==> src/rtl/pipe_pkg.sv <==
// Shared pipeline definitions: control-vector layout, stage shadow record,
// forwarding selects and the data-memory handshake states.
package pipe_pkg;

  localparam int ARCH_REGS            = 32;
  localparam int REG_W                = $clog2(ARCH_REGS);
  localparam int CONTR_SIG_SIZE       = 5;
  localparam int CONTR_VALID_INDEX    = 0;
  localparam int CONTR_REGWRITE_INDEX = 1;
  localparam int CONTR_MEMRE_INDEX    = 3;
  localparam int CONTR_MEMWR_INDEX    = 4;

  typedef enum logic [1:0] {
    FWD_RF  = 2'b00,
    FWD_MEM = 2'b01,
    FWD_WB  = 2'b10
  } fwd_sel_t;

  typedef enum logic {
    RUN  = 1'b0,
    WAIT = 1'b1
  } mem_state_t;

  typedef struct packed {
    logic [REG_W-1:0] rd;
    logic [REG_W-1:0] rs1;
    logic [REG_W-1:0] rs2;
    logic             valid;
    logic             regwrite;
    logic             memre;
    logic             memwr;
  } stage_t;

  // x0 is hardwired, so a stage targeting it never produces a usable value.
  function automatic logic is_writer(stage_t s);
    return s.valid && s.regwrite && (s.rd != '0);
  endfunction

endpackage

==> src/rtl/fwd_unit.sv <==
// Selects the EX operand source for one register index from the MEM and WB
// stage shadows; the nearer stage wins.
module fwd_unit
  import pipe_pkg::*;
(
  input  logic [REG_W-1:0] src,
  input  stage_t           mem_stage,
  input  stage_t           wb_stage,
  output fwd_sel_t         sel
);

  // A load in MEM has no data yet; the load-use bubble keeps that case from arising.
  always_comb begin
    sel = FWD_RF;
    if (src != '0) begin
      if (is_writer(mem_stage) && !mem_stage.memre && (mem_stage.rd == src))
        sel = FWD_MEM;
      else if (is_writer(wb_stage) && (wb_stage.rd == src))
        sel = FWD_WB;
    end
  end

endmodule

==> src/rtl/hazard_ctrl.sv <==
// Pipeline hazard controller: shadows EX/MEM/WB, drives stage enables and
// bubbles, EX forwarding selects and the data-memory request handshake.
module hazard_ctrl
  import pipe_pkg::*;
#(
  parameter int NUM_A_REGS = 32,
  parameter int CNT_WIDTH  = 32
) (
  input  logic                          clk_i,
  input  logic                          rst_n_i,
  input  logic [$clog2(NUM_A_REGS)-1:0] id_rd_i,
  input  logic [$clog2(NUM_A_REGS)-1:0] id_rs1_i,
  input  logic [$clog2(NUM_A_REGS)-1:0] id_rs2_i,
  input  logic [CONTR_SIG_SIZE-1:0]     id_control_i,
  input  logic                          dmem_ready_i,
  output logic                          dmem_req_o,
  output logic                          pc_en_o,
  output logic                          if_id_en_o,
  output logic                          id_ex_en_o,
  output logic                          ex_mem_en_o,
  output logic                          id_ex_bubble_o,
  output logic                          mem_wb_bubble_o,
  output logic [1:0]                    fwd_a_o,
  output logic [1:0]                    fwd_b_o,
  output logic [CNT_WIDTH-1:0]          stall_cnt_o
);

  stage_t     id_entry, ex_q, mem_q, wb_q, mem_nxt;
  mem_state_t state_q, state_nxt;
  logic       req_q, req_nxt;
  logic       mem_access, mem_stall, load_use;
  fwd_sel_t   fwd_a, fwd_b;

  always_comb begin
    id_entry          = '0;
    id_entry.rd       = id_rd_i;
    id_entry.rs1      = id_rs1_i;
    id_entry.rs2      = id_rs2_i;
    id_entry.valid    = id_control_i[CONTR_VALID_INDEX];
    id_entry.regwrite = id_control_i[CONTR_REGWRITE_INDEX];
    id_entry.memre    = id_control_i[CONTR_MEMRE_INDEX];
    id_entry.memwr    = id_control_i[CONTR_MEMWR_INDEX];
  end

  assign mem_access = mem_q.valid && (mem_q.memre || mem_q.memwr);
  assign mem_stall  = req_q && !dmem_ready_i;
  assign load_use   = !mem_stall && ex_q.valid && ex_q.memre && (ex_q.rd != '0) &&
                      id_entry.valid && ((ex_q.rd == id_rs1_i) || (ex_q.rd == id_rs2_i));

  assign pc_en_o         = !mem_stall && !load_use;
  assign if_id_en_o      = !mem_stall && !load_use;
  assign id_ex_en_o      = !mem_stall;
  assign ex_mem_en_o     = !mem_stall;
  assign id_ex_bubble_o  = load_use;
  assign mem_wb_bubble_o = mem_stall;
  assign dmem_req_o      = req_q;

  // The request is registered by predicting next cycle's MEM occupant and state.
  always_comb begin
    mem_nxt   = mem_stall ? mem_q : ex_q;
    state_nxt = state_q;
    case (state_q)
      RUN:     if (mem_access && !dmem_ready_i) state_nxt = WAIT;
      WAIT:    if (dmem_ready_i) state_nxt = RUN;
      default: state_nxt = RUN;
    endcase
    req_nxt = (state_nxt == WAIT) || (mem_nxt.valid && (mem_nxt.memre || mem_nxt.memwr));
  end

  always_ff @(posedge clk_i or negedge rst_n_i) begin
    if (!rst_n_i) begin
      ex_q        <= '0;
      mem_q       <= '0;
      wb_q        <= '0;
      state_q     <= RUN;
      req_q       <= 1'b0;
      stall_cnt_o <= '0;
    end else begin
      state_q <= state_nxt;
      req_q   <= req_nxt;
      if (mem_stall) begin
        wb_q <= '0;
      end else begin
        ex_q  <= load_use ? '0 : id_entry;
        mem_q <= ex_q;
        wb_q  <= mem_q;
      end
      if (!pc_en_o && (stall_cnt_o != '1))
        stall_cnt_o <= stall_cnt_o + 1'b1;
    end
  end

  fwd_unit u_fwd_a (.src(ex_q.rs1), .mem_stage(mem_q), .wb_stage(wb_q), .sel(fwd_a));
  fwd_unit u_fwd_b (.src(ex_q.rs2), .mem_stage(mem_q), .wb_stage(wb_q), .sel(fwd_b));

  assign fwd_a_o = fwd_a;
  assign fwd_b_o = fwd_b;

endmodule

==> config.mk <==
export PLATFORM = sky130hd
export DESIGN_NAME = hazard_ctrl
export DESIGN_NICKNAME = d
export VERILOG_FILES = /design/src/rtl/pipe_pkg.sv /design/src/rtl/fwd_unit.sv /design/src/rtl/hazard_ctrl.sv
export SDC_FILE = /design/constraint.sdc
export NUM_CORES = 1
export LEC_CHECK = 0
export ABC_AREA = 0
export CORE_ASPECT_RATIO = 1.25
export CORE_MARGIN = 1
export CORE_UTILIZATION = 44
export DETAILED_ROUTE_END_ITERATION = 8
export PLACE_DENSITY = 0.78
export SETUP_SLACK_MARGIN = 0.02
export SYNTH_ARGS = -nofsm -noshare
export SYNTH_HDL_FRONTEND = slang
export SYNTH_SLANG_ARGS = --single-unit
export TNS_END_PERCENT = 20
==> constraint.sdc <==
create_clock -name clk_i -period 2.4 [get_ports clk_i]
set_clock_uncertainty 0.15 [all_clocks]
set_input_delay 0.48 -clock clk_i [delete_from_list [all_inputs] [get_ports clk_i]]
set_output_delay 0.48 -clock clk_i [all_outputs]
set_load 0.02 [all_outputs]
; After elaboration in Yosys (flattened, before gate mapping)
; Index checks and enable logic that the tools add are counted.
[totals]
inputBits = 23
regBits = 79
wordCells = 75
[op_classes]
eq_ne = 7
mux = 12
bitwise = 1
addsub = 1
n_reduce_logical = 34
[ops]
columns = op, count
row1 = 19-bit two-way mux, 2
row2 = 32-bit by 1-bit adder with 32-bit output (second input constant), 1
row3 = 32-bit inequality test (second input constant), 1
row4 = 5-bit == test, 6
row5 = 5-bit nonzero test, 5
row6 = 1-bit logical AND, 20
row7 = 2-bit two-way mux, 6
row8 = 1-bit logical NOT, 5
row9 = 1-bit logical OR, 4
row10 = 4-bit two-way mux, 1
row11 = 1-bit two-way mux, 2
row12 = 1-bit case mux with 2 select lines, 1
row13 = 1-bit inverter, 1

; Logic depth before layout (Yosys ltp)
; Gate-level depths: netlist of run 1.
[logic_depth]
ltp_word = 12
depth_mapped = 8
ltp_nobuf = 7

; Hierarchy
; Synthesis of run 1 repeated with hierarchy kept, for this count alone.
[hier_totals]
hier_cells = 421
area_unflattened_um2 = 4254.1
[modules_own_cells]
columns = mod, area_each_um2, seq_area_each_um2, instances, cells_per_inst
row1 = hazard_ctrl, 3893.7, 2277.2, 1, 379
row2 = fwd_unit, 180.2, 0.0, 2, 21

; Least setup slack after synthesis of run 1
; Ideal clock, no wire load.
[synth_timing]
kind = reg2out
startpoint = register mem_q[15] (netlist bit)
endpoint = output fwd_a_o[1]
t_required_ns = 1.770
path_stages_with_launch = 5
path_slack_ns = -0.255
arrival_ns = 2.025
path_buffers = 0
path_cell_list = dfrtp_1 -> or4_1 -> o21ai_0 -> nor4_1 -> nor4_1
[synth_via]
elab_chain_len = 6
[synth_rtl]
columns = element, line
row1 = "start, declared", hazard_ctrl.sv:28  ; stage_t id_entry, ex_q, mem_q, wb_q, mem_nxt;
row2 = "start signal, assigned", hazard_ctrl.sv:85  ; mem_q <= ex_q;
row3 = 5-bit nonzero test, pipe_pkg.sv:36  ; return s.valid && s.regwrite && (s.rd != '0);
row4 = 1-bit logical AND, pipe_pkg.sv:36
row5 = 1-bit logical AND, fwd_unit.sv:16  ; if (is_writer(mem_stage) && !mem_stage.memre && (mem_stage.rd == src))
row6 = 1-bit logical AND (*), fwd_unit.sv:16
row7 = 2-bit two-way mux (*), fwd_unit.sv:16
row8 = 2-bit two-way mux (*), fwd_unit.sv:15  ; if (src != '0) begin
row9 = "end, declared", hazard_ctrl.sv:23  ; output logic [1:0] fwd_a_o,
; Every way passes the cells marked *; elsewhere a longest branch is shown, timed or not.

; Worst setup path in the final report of run 1
; Ends and elaborated chain as after synthesis.

==> results of run 1 <==
flip-flops by register name (all words and copies together) (netlist names):
register and count:
dmem_req_o 1, stall_cnt_o 32, state_q 1, ex_q 19, wb_q 7, mem_q 9
path summary, 6_finish.rpt:
path                            slack (ns)  cells after the start            from              end
worst max-delay path                 -0.23                      5       mem_q[15]       fwd_a_o[1]
worst min-delay path                  0.30                      3     id_rs1_i[0]          ex_q[9]
worst max register to register        0.05                     10  stall_cnt_o[0]  stall_cnt_o[28]
worst min register to register        0.34                      2        mem_q[0]         mem_q[0]
max in group asynchronous             0.94                      3         rst_n_i          ex_q[2]
min in group asynchronous             0.50                      2         rst_n_i   stall_cnt_o[8]
where the power goes:
| part | switching, uW | internal, uW | leakage (uW) |
|---|---|---|---|
| Clock | 420 | 585 | 0.000101 |
| Sequential | 189 | 1420 | 0.000889 |
| Combinational | 840 | 809 | 0.00104 |
cells in the final DEF, fill, tap and decap left out, drive strengths merged, types with 2 or more instances in the layout:
cell           count
nand3b             2
nand4             22
nand2b             2
or4                3
dfrtp             69
nand2             81
a21oi              3
and3               4
nor3              10
nor2              12
or2                2
clkbuf            13
xor2              15
and2              10
nand3             12
buf               55
nor4               6
clkdlybuf4s15      3
o21ai             24
o211ai             2
nor4b              2
inv                5
bufinv             2
xnor2             44
clkdlybuf4s50     52
and4               2
stage by stage:
step                power, uW  hold WS, ns  cell area [um2]  worst slack, ns
floorplan                2430       0.0344             3400          0.00485
global placement         3110        0.313             4470           -0.623
detailed placement       3170        0.323             4470           -0.669
CTS                      4250        0.339             4740           -0.297
global route             4510        0.326             4760           -0.317
finish                   4260        0.301             4760           -0.231
worst register-to-register path: cells and delay by family, from the launching register on:
family | cells | cell delay, ns
compound gates | 1 | 0.05
simple gates | 4 | 0.89
fa+ha+maj | 1 | 0.22
xor+xnor | 1 | 0.11
flops | 1 | 0.35
buf+inv | 3 | 0.49
cells in the mapped netlist (2+ instances only):
master and count:
sky130_fd_sc_hd__xor2_1 15, sky130_fd_sc_hd__nor2_1 12, sky130_fd_sc_hd__nor4_1 6, sky130_fd_sc_hd__buf_4 2, sky130_fd_sc_hd__inv_1 5, sky130_fd_sc_hd__buf_6 2
sky130_fd_sc_hd__o21ai_0 23, sky130_fd_sc_hd__nor3_1 8, sky130_fd_sc_hd__xnor2_1 44, sky130_fd_sc_hd__o211ai_1 2, sky130_fd_sc_hd__and2_1 10, sky130_fd_sc_hd__nand3_1 12
sky130_fd_sc_hd__nand2b_1 2, sky130_fd_sc_hd__clkbuf_1 8, sky130_fd_sc_hd__dfrtp_1 69, sky130_fd_sc_hd__nand2_1 81, sky130_fd_sc_hd__and3_1 4, sky130_fd_sc_hd__a21oi_1 3
sky130_fd_sc_hd__nand3b_1 2, sky130_fd_sc_hd__or4_1 3, sky130_fd_sc_hd__nand4_1 21, sky130_fd_sc_hd__nor3_2 2, sky130_fd_sc_hd__and4_1 2
layer usage:
metal,vias to the layer above,global-route usage [%]
met2,80,39.6
met3,20,3.18
li1,1417,-
met1,1372,26.1
met5,-,0
met4,0,11.7
layout make-up:
type                    count  area [um2]  share of cell area [%]
flip-flops and latches     69        1730                    36.3
clock buffers              12         135                    2.84
multi-input cells         263        1660                    34.9
inverters                   5        18.8                   0.394
well taps                  92         115                    2.42
repair buffers            114        1030                    21.7
clock inverters             4        72.6                    1.52
cell families after synthesis:
family                     Yosys count
buffers and inverters               18
xor gates and xnor gates            59
and+or+nand+nor                    171
adders and majority gates            1
AOI/OAI and AO/OA                   31
muxes                                1
DFF                                 69
timing repair:
item                                   CTS  global route
pin swaps                                4             4
gates resized for setup                 40            11
setup endpoints to repair               10            13
endpoints found under the hold margin   23             0
hold buffers                             1             0
setup buffers                            0             1
==> results.json, run 1 <==
{
  "detail_route.first_pass.iterations": 4,
  "path_clk_slew_ns": 0.07,
  "max-clock-path-buffers": 2,
  "timing_max_transition_violations_final": 0,
  "finalWeightedCongestion": 0.835,
  "final.setup.worst_slack_ns": -0.231,
  "synthArstFlopShare_pct": 100,
  "p_leak_uw": 0.00203,
  "io_buffer_count": 64,
  "timing.final.setup_violations": 7,
  "yosys_most_used_dff": "sky130_fd_sc_hd__dfrtp_1",
  "metal_1_wl_um": 3300,
  "wl_per_cell_um": 14.4,
  "initial_utilization_pct": 45.8,
  "std_cell_rows": 35,
  "synthesis.yosys.warnings": 0,
  "post_layout_nonfiller_instances": 559,
  "synth.distinct_cells": 35,
  "final_hold_viol_count": 0,
  "crit_required_ns": 1.77,
  "max_slew_margin_pct": 62.0,
  "clk_root_buffer_cell": "sky130_fd_sc_hd__clkbuf_8",
  "drcViolationCount": 0,
  "routed_wl_um": 8080,
  "synth_xor_area_share_pct": 15.3,
  "dpl.cell_count": 541,
  "min_path_type": "input port to flop",
  "hpwl_um": 5940,
  "area_delta_synth_final_pct": 40.5,
  "grt_first_pass_wirelength_um": 13800,
  "synth_area_per_cell_um2": 9.68,
  "number_of_clock_buffers_inserted_by_tritoncts": 9,
  "final.period_utilization_pct": 110,
  "synthDominantCellAreaShare_pct": 51.0,
  "critPathMaxFanout": 2,
  "worst_slew_pin_slew_ns": 0.570,
  "tns_ns": -0.930,
  "nets": 486,
  "synth-seq-cells": 69,
  "synth_simple_gate_area_share_pct": 25.0,
  "violations": "negative setup slack",
  "clk-insertion-delay-late_ns": 0.35,
  "floorplan.die.width_um": 80.5,
  "post_synth_mux_area_share_pct": 0.332,
  "ios": 66,
  "routed-wl-met3_um": 273,
  "synth_top_family_by_area": "simple AND/OR/NAND/NOR gates",
  "post-synth-top-area-cell": "sky130_fd_sc_hd__dfrtp_1",
  "mappedNetlistArea_um2": 3390,
  "detail_route.iter0.violations": 106,
  "setup_repair_after_global_routing_missed_its_margin": "true",
  "synth_enable_flop_cells": 0,
  "ys_seq_area_share_pct": 51.0,
  "final_util_pct": 64.3,
  "slowest_stage": "sky130_fd_sc_hd__or4_4",
  "synth_nets": 374,
  "crit_path_cell_trace": "or4_4 > o21ai_4 > nor4_4 > nor4_2 > buf_2",
  "end_kind": "output port",
  "grt_remaining_overflow": 0,
  "met2_length_um": 4250,
  "vdd.ir_drop.worst_v": 0.000535,
  "core_area_um2": 7400,
  "critPathBufInv": 1,
  "startpoint_type": "flop",
  "netlist_instances": 350,
  "drive_gt1_share_pct": 19.3,
  "synth_adder_area_share_pct": 0.369,
  "critPathTopFamily": "simple AND/OR/NAND/NOR gates",
  "global_routing_usage_summed_across_all_routing_layers_pct": 22.4,
  "cts_num_sinks": 69,
  "timing.fmax_ghz": 0.380,
  "first_global_vias": 2968,
  "grt_max_degree": 47,
  "grt_antenna_before_repair": 0,
  "fp.dieArea_um2": 8060,
  "ctsHtreeMaxLevel": 3,
  "die_height_um": 100,
  "critPathArrivalTime_ns": 2.00,
  "num_vias": 2889,
  "synth_compound_area_share_pct": 5.39,
  "drv.max_cap_violation_count": 0,
  "setup.worst_path.class": "flop to output port",
  "dr.max_layer_used": "met4",
  "synthTopCellsByArea": "sky130_fd_sc_hd__dfrtp_1 51%, sky130_fd_sc_hd__xnor2_1 11%, sky130_fd_sc_hd__nand2_1 9.0%",
  "drt-vias-per-instance": 5.17,
  "outcome": "complete, but fails checks",
  "fillerInstances": 602,
  "p_per_area_nw_per_um2": 895,
  "final_antenna_net_count": 0,
  "period_minus_slack_ns": 2.63,
  "num_antenna_cells": 0,
  "critical_path.max_stage_delay_ns": 0.55,
  "tritoncts_clock_tree": "done"
}
Note: power is estimated with default switching activity, not from simulation.
==> run 2: changes to the inputs <==
--- a/config.mk
+++ b/config.mk
@@ -10,6 +10,7 @@
 export CORE_MARGIN = 1
 export CORE_UTILIZATION = 44
 export DETAILED_ROUTE_END_ITERATION = 8
+export HOLD_SLACK_MARGIN = 0.1
 export PLACE_DENSITY = 0.78
 export SETUP_SLACK_MARGIN = 0.02
 export SYNTH_ARGS = -nofsm -noshare
==> results of run 2 <==
No change in the layout: final DEF, timing and power equal those of run 1.
==> run 3: changes to the inputs <==
==> constraint.sdc (replaced) <==
create_clock -name clk_i -period 3.09 [get_ports clk_i]
set_clock_uncertainty 0.15 [all_clocks]
set_input_delay 0.618 -clock clk_i [delete_from_list [all_inputs] [get_ports clk_i]]
set_output_delay 0.618 -clock clk_i [all_outputs]
set_load 0.02 [all_outputs]
==> run 3 against run 2 <==
  * The flow now finishes without violations
  * Count of clock-buffer cells in the layout shrank 1
  * Non-clock buffer count is 32 lower
  * Via count decreased by 4.1%
  * Sequential power fell by 18%
  * Setup slack improved by 0.27 ns
  * Combinational power decreased by 42%
  * First-iteration DRC count is 36% lower
  * Clock power decreased by 27%
  * Critical path type unchanged
  * Critical endpoint is now fwd_b_o[1]
  * Largest cell class unchanged
==> results.json, run 3 (same netlist as run 1, synthesis figures left out) <==
{
  "grt_antenna_before_repair": 0,
  "std_cell_rows": 35,
  "drv.max_cap_violation_count": 0,
  "detail_route.iter0.violations": 68,
  "number_of_clock_buffers_inserted_by_tritoncts": 9,
  "layout_common_cells": "81 x sky130_fd_sc_hd__nand2_1, 69 x sky130_fd_sc_hd__dfrtp_1, 57 x sky130_fd_sc_hd__clkdlybuf4s50_1, 44 x sky130_fd_sc_hd__xnor2_1",
  "path_common_cell": "sky130_fd_sc_hd__buf_4",
  "finalWeightedCongestion": 0.867,
  "top_register": "stall_cnt_o",
  "worstReg2RegStart": "stall_cnt_o[0]",
  "p_leak_uw": 0.00186,
  "nets": 454,
  "initial_utilization_pct": 45.8,
  "regToRegEndpoint": "stall_cnt_o[1]",
  "timing.reg2reg.worst_path_depth": 7,
  "io_buffer_count": 64,
  "critPathTopFamily": "simple AND/OR/NAND/NOR gates",
  "detail_route.first_pass.iterations": 4,
  "grt_first_pass_wirelength_um": 12700,
  "final.period_utilization_pct": 98.7,
  "floorplan.die.width_um": 80.5,
  "timing_max_transition_violations_final": 0,
  "largest_register_ff_count": 32,
  "critPathBufInv": 2,
  "area_delta_synth_final_pct": 31.4,
  "wl_per_cell_um": 14.2,
  "timing.fmax_ghz": 0.328,
  "clk_root_buffer_cell": "sky130_fd_sc_hd__clkbuf_8",
  "cts_num_sinks": 69,
  "layout_commonest_cell": "sky130_fd_sc_hd__nand2_1",
  "startpoint_type": "flop",
  "crit_path_cell_trace": "or4_1 > o21ai_2 > nor4_2 > nor4_1 > buf_4 > buf_4",
  "first_global_vias": 2743,
  "period_minus_slack_ns": 3.05,
  "p_per_area_nw_per_um2": 677,
  "hold_ws_ns": 0.121,
  "die_height_um": 100,
  "final_hold_viol_count": 0,
  "drcViolationCount": 0,
  "ios": 66,
  "worst_slew_pin_slew_ns": 0.602,
  "routed_wl_um": 7480,
  "critPathMaxFanout": 2,
  "setup.worst_path.class": "flop to output port",
  "timing.final.setup_violations": 0,
  "tritoncts_clock_tree": "done",
  "end_kind": "output port",
  "setup_repair_after_global_routing_missed_its_margin": "true",
  "max_slew_margin_pct": 59.9,
  "drive_gt1_share_pct": 11.3,
  "hpwl_um": 5480,
  "final_antenna_net_count": 0,
  "grt_remaining_overflow": 0,
  "max-clock-path-buffers": 2,
  "slowest_stage": "sky130_fd_sc_hd__or4_1",
  "vdd.ir_drop.worst_v": 0.000354,
  "grt_max_degree": 45,
  "crit_required_ns": 2.32,
  "reg.largest.list": "stall_cnt_o: 32 flops, ex_q: 19 flops, mem_q: 9 flops",
  "outcome": "complete, no violations",
  "rrSetupSlack_ns": 0.68,
  "ctsHtreeMaxLevel": 3,
  "num_antenna_cells": 0,
  "min_path_type": "input port to asynchronous set/reset pin",
  "critPathArrivalTime_ns": 2.28,
  "dpl.cell_count": 511,
  "drt-vias-per-instance": 5.27,
  "global_routing_usage_summed_across_all_routing_layers_pct": 20.7,
  "clk-insertion-delay-late_ns": 0.34,
  "num_vias": 2770,
  "core_area_um2": 7400,
  "final_util_pct": 60.2,
  "critical_path.startpoint": "mem_q[15]",
  "path_clk_slew_ns": 0.08,
  "post_layout_nonfiller_instances": 526,
  "cts-hold-fix-buffers": 0,
  "critical_path.max_stage_delay_ns": 0.56,
  "fp.dieArea_um2": 8060
}
run 3: cell count changes in the layout (fill, tap and decap cells not counted), moves of 3 or more:
cell                              before  now
sky130_fd_sc_hd__buf_6                 3    0
sky130_fd_sc_hd__clkbuf_1              3    0
sky130_fd_sc_hd__clkdlybuf4s50_1      52   57
sky130_fd_sc_hd__buf_4                48   17
run 3: worst max-delay path by stage:
stage            endpoint  slack, ns  cells after the start
2_1_floorplan  fwd_a_o[1]       0.30                      4
3_3_place_gp      pc_en_o      -0.19                      7
3_5_place_dp   if_id_en_o      -0.27                      7
4_1_cts        fwd_a_o[1]      -0.02                      5
5_1_grt        fwd_b_o[1]      -0.02                      6
6_report       fwd_b_o[1]       0.04                      6
run 3: per-stage QoR:
| stage | cell area [um2] | TNS [ns] | worst slack [ns] | total power, uW |
|---|---|---|---|---|
| 3_3_place_gp | 4230 | -0.634 | -0.192 | 2210 |
| 2_1_floorplan | 3390 | 0 | 0.297 | 1880 |
| 5_1_grt | 4450 | -0.0271 | -0.0228 | 3190 |
| 3_5_place_dp | 4230 | -0.881 | -0.266 | 2250 |
| 4_1_cts | 4440 | -0.0196 | -0.0196 | 3010 |
| 6_report | 4450 | 0 | 0.0397 | 3010 |
run 3: final cells by class:
type                            instances  area [um2]
Inverter                                5        18.8
Clock inverter                          4        47.5
Tap cell                               92         115
Sequential cell                        69        1730
Fill cell                             654        2950
Timing Repair Buffer                   82         787
Clock buffer                           11         151
Multi-Input combinational cell        263        1610
run 3: what timing repair did:
action / 4_1_cts / 5_1_grt
buffers inserted: 0 / 0
pin swaps: 1 / 1
resized for setup: 11 / 6
cloned: 0 / 0
setup endpoints to repair: 7 / 7
run 3: metal layers:
metal / vias to the layer above / global-route usage [%] / share of wire (%)
met1: 1328 / 24.0 / 40
met4: 0 / 9.20 / 2.1
met3: 14 / 4.27 / 4.2
met5: - / 0 / 0
met2: 86 / 36.3 / 54
li1: 1342 / - / -
run 3: power by group:
| group | leakage [uW] | internal, uW | switching (uW) |
|---|---|---|---|
| sequential | 0.000889 | 1100 | 221 |
| combinational | 0.000865 | 454 | 500 |
| clock | 0.000101 | 409 | 327 |
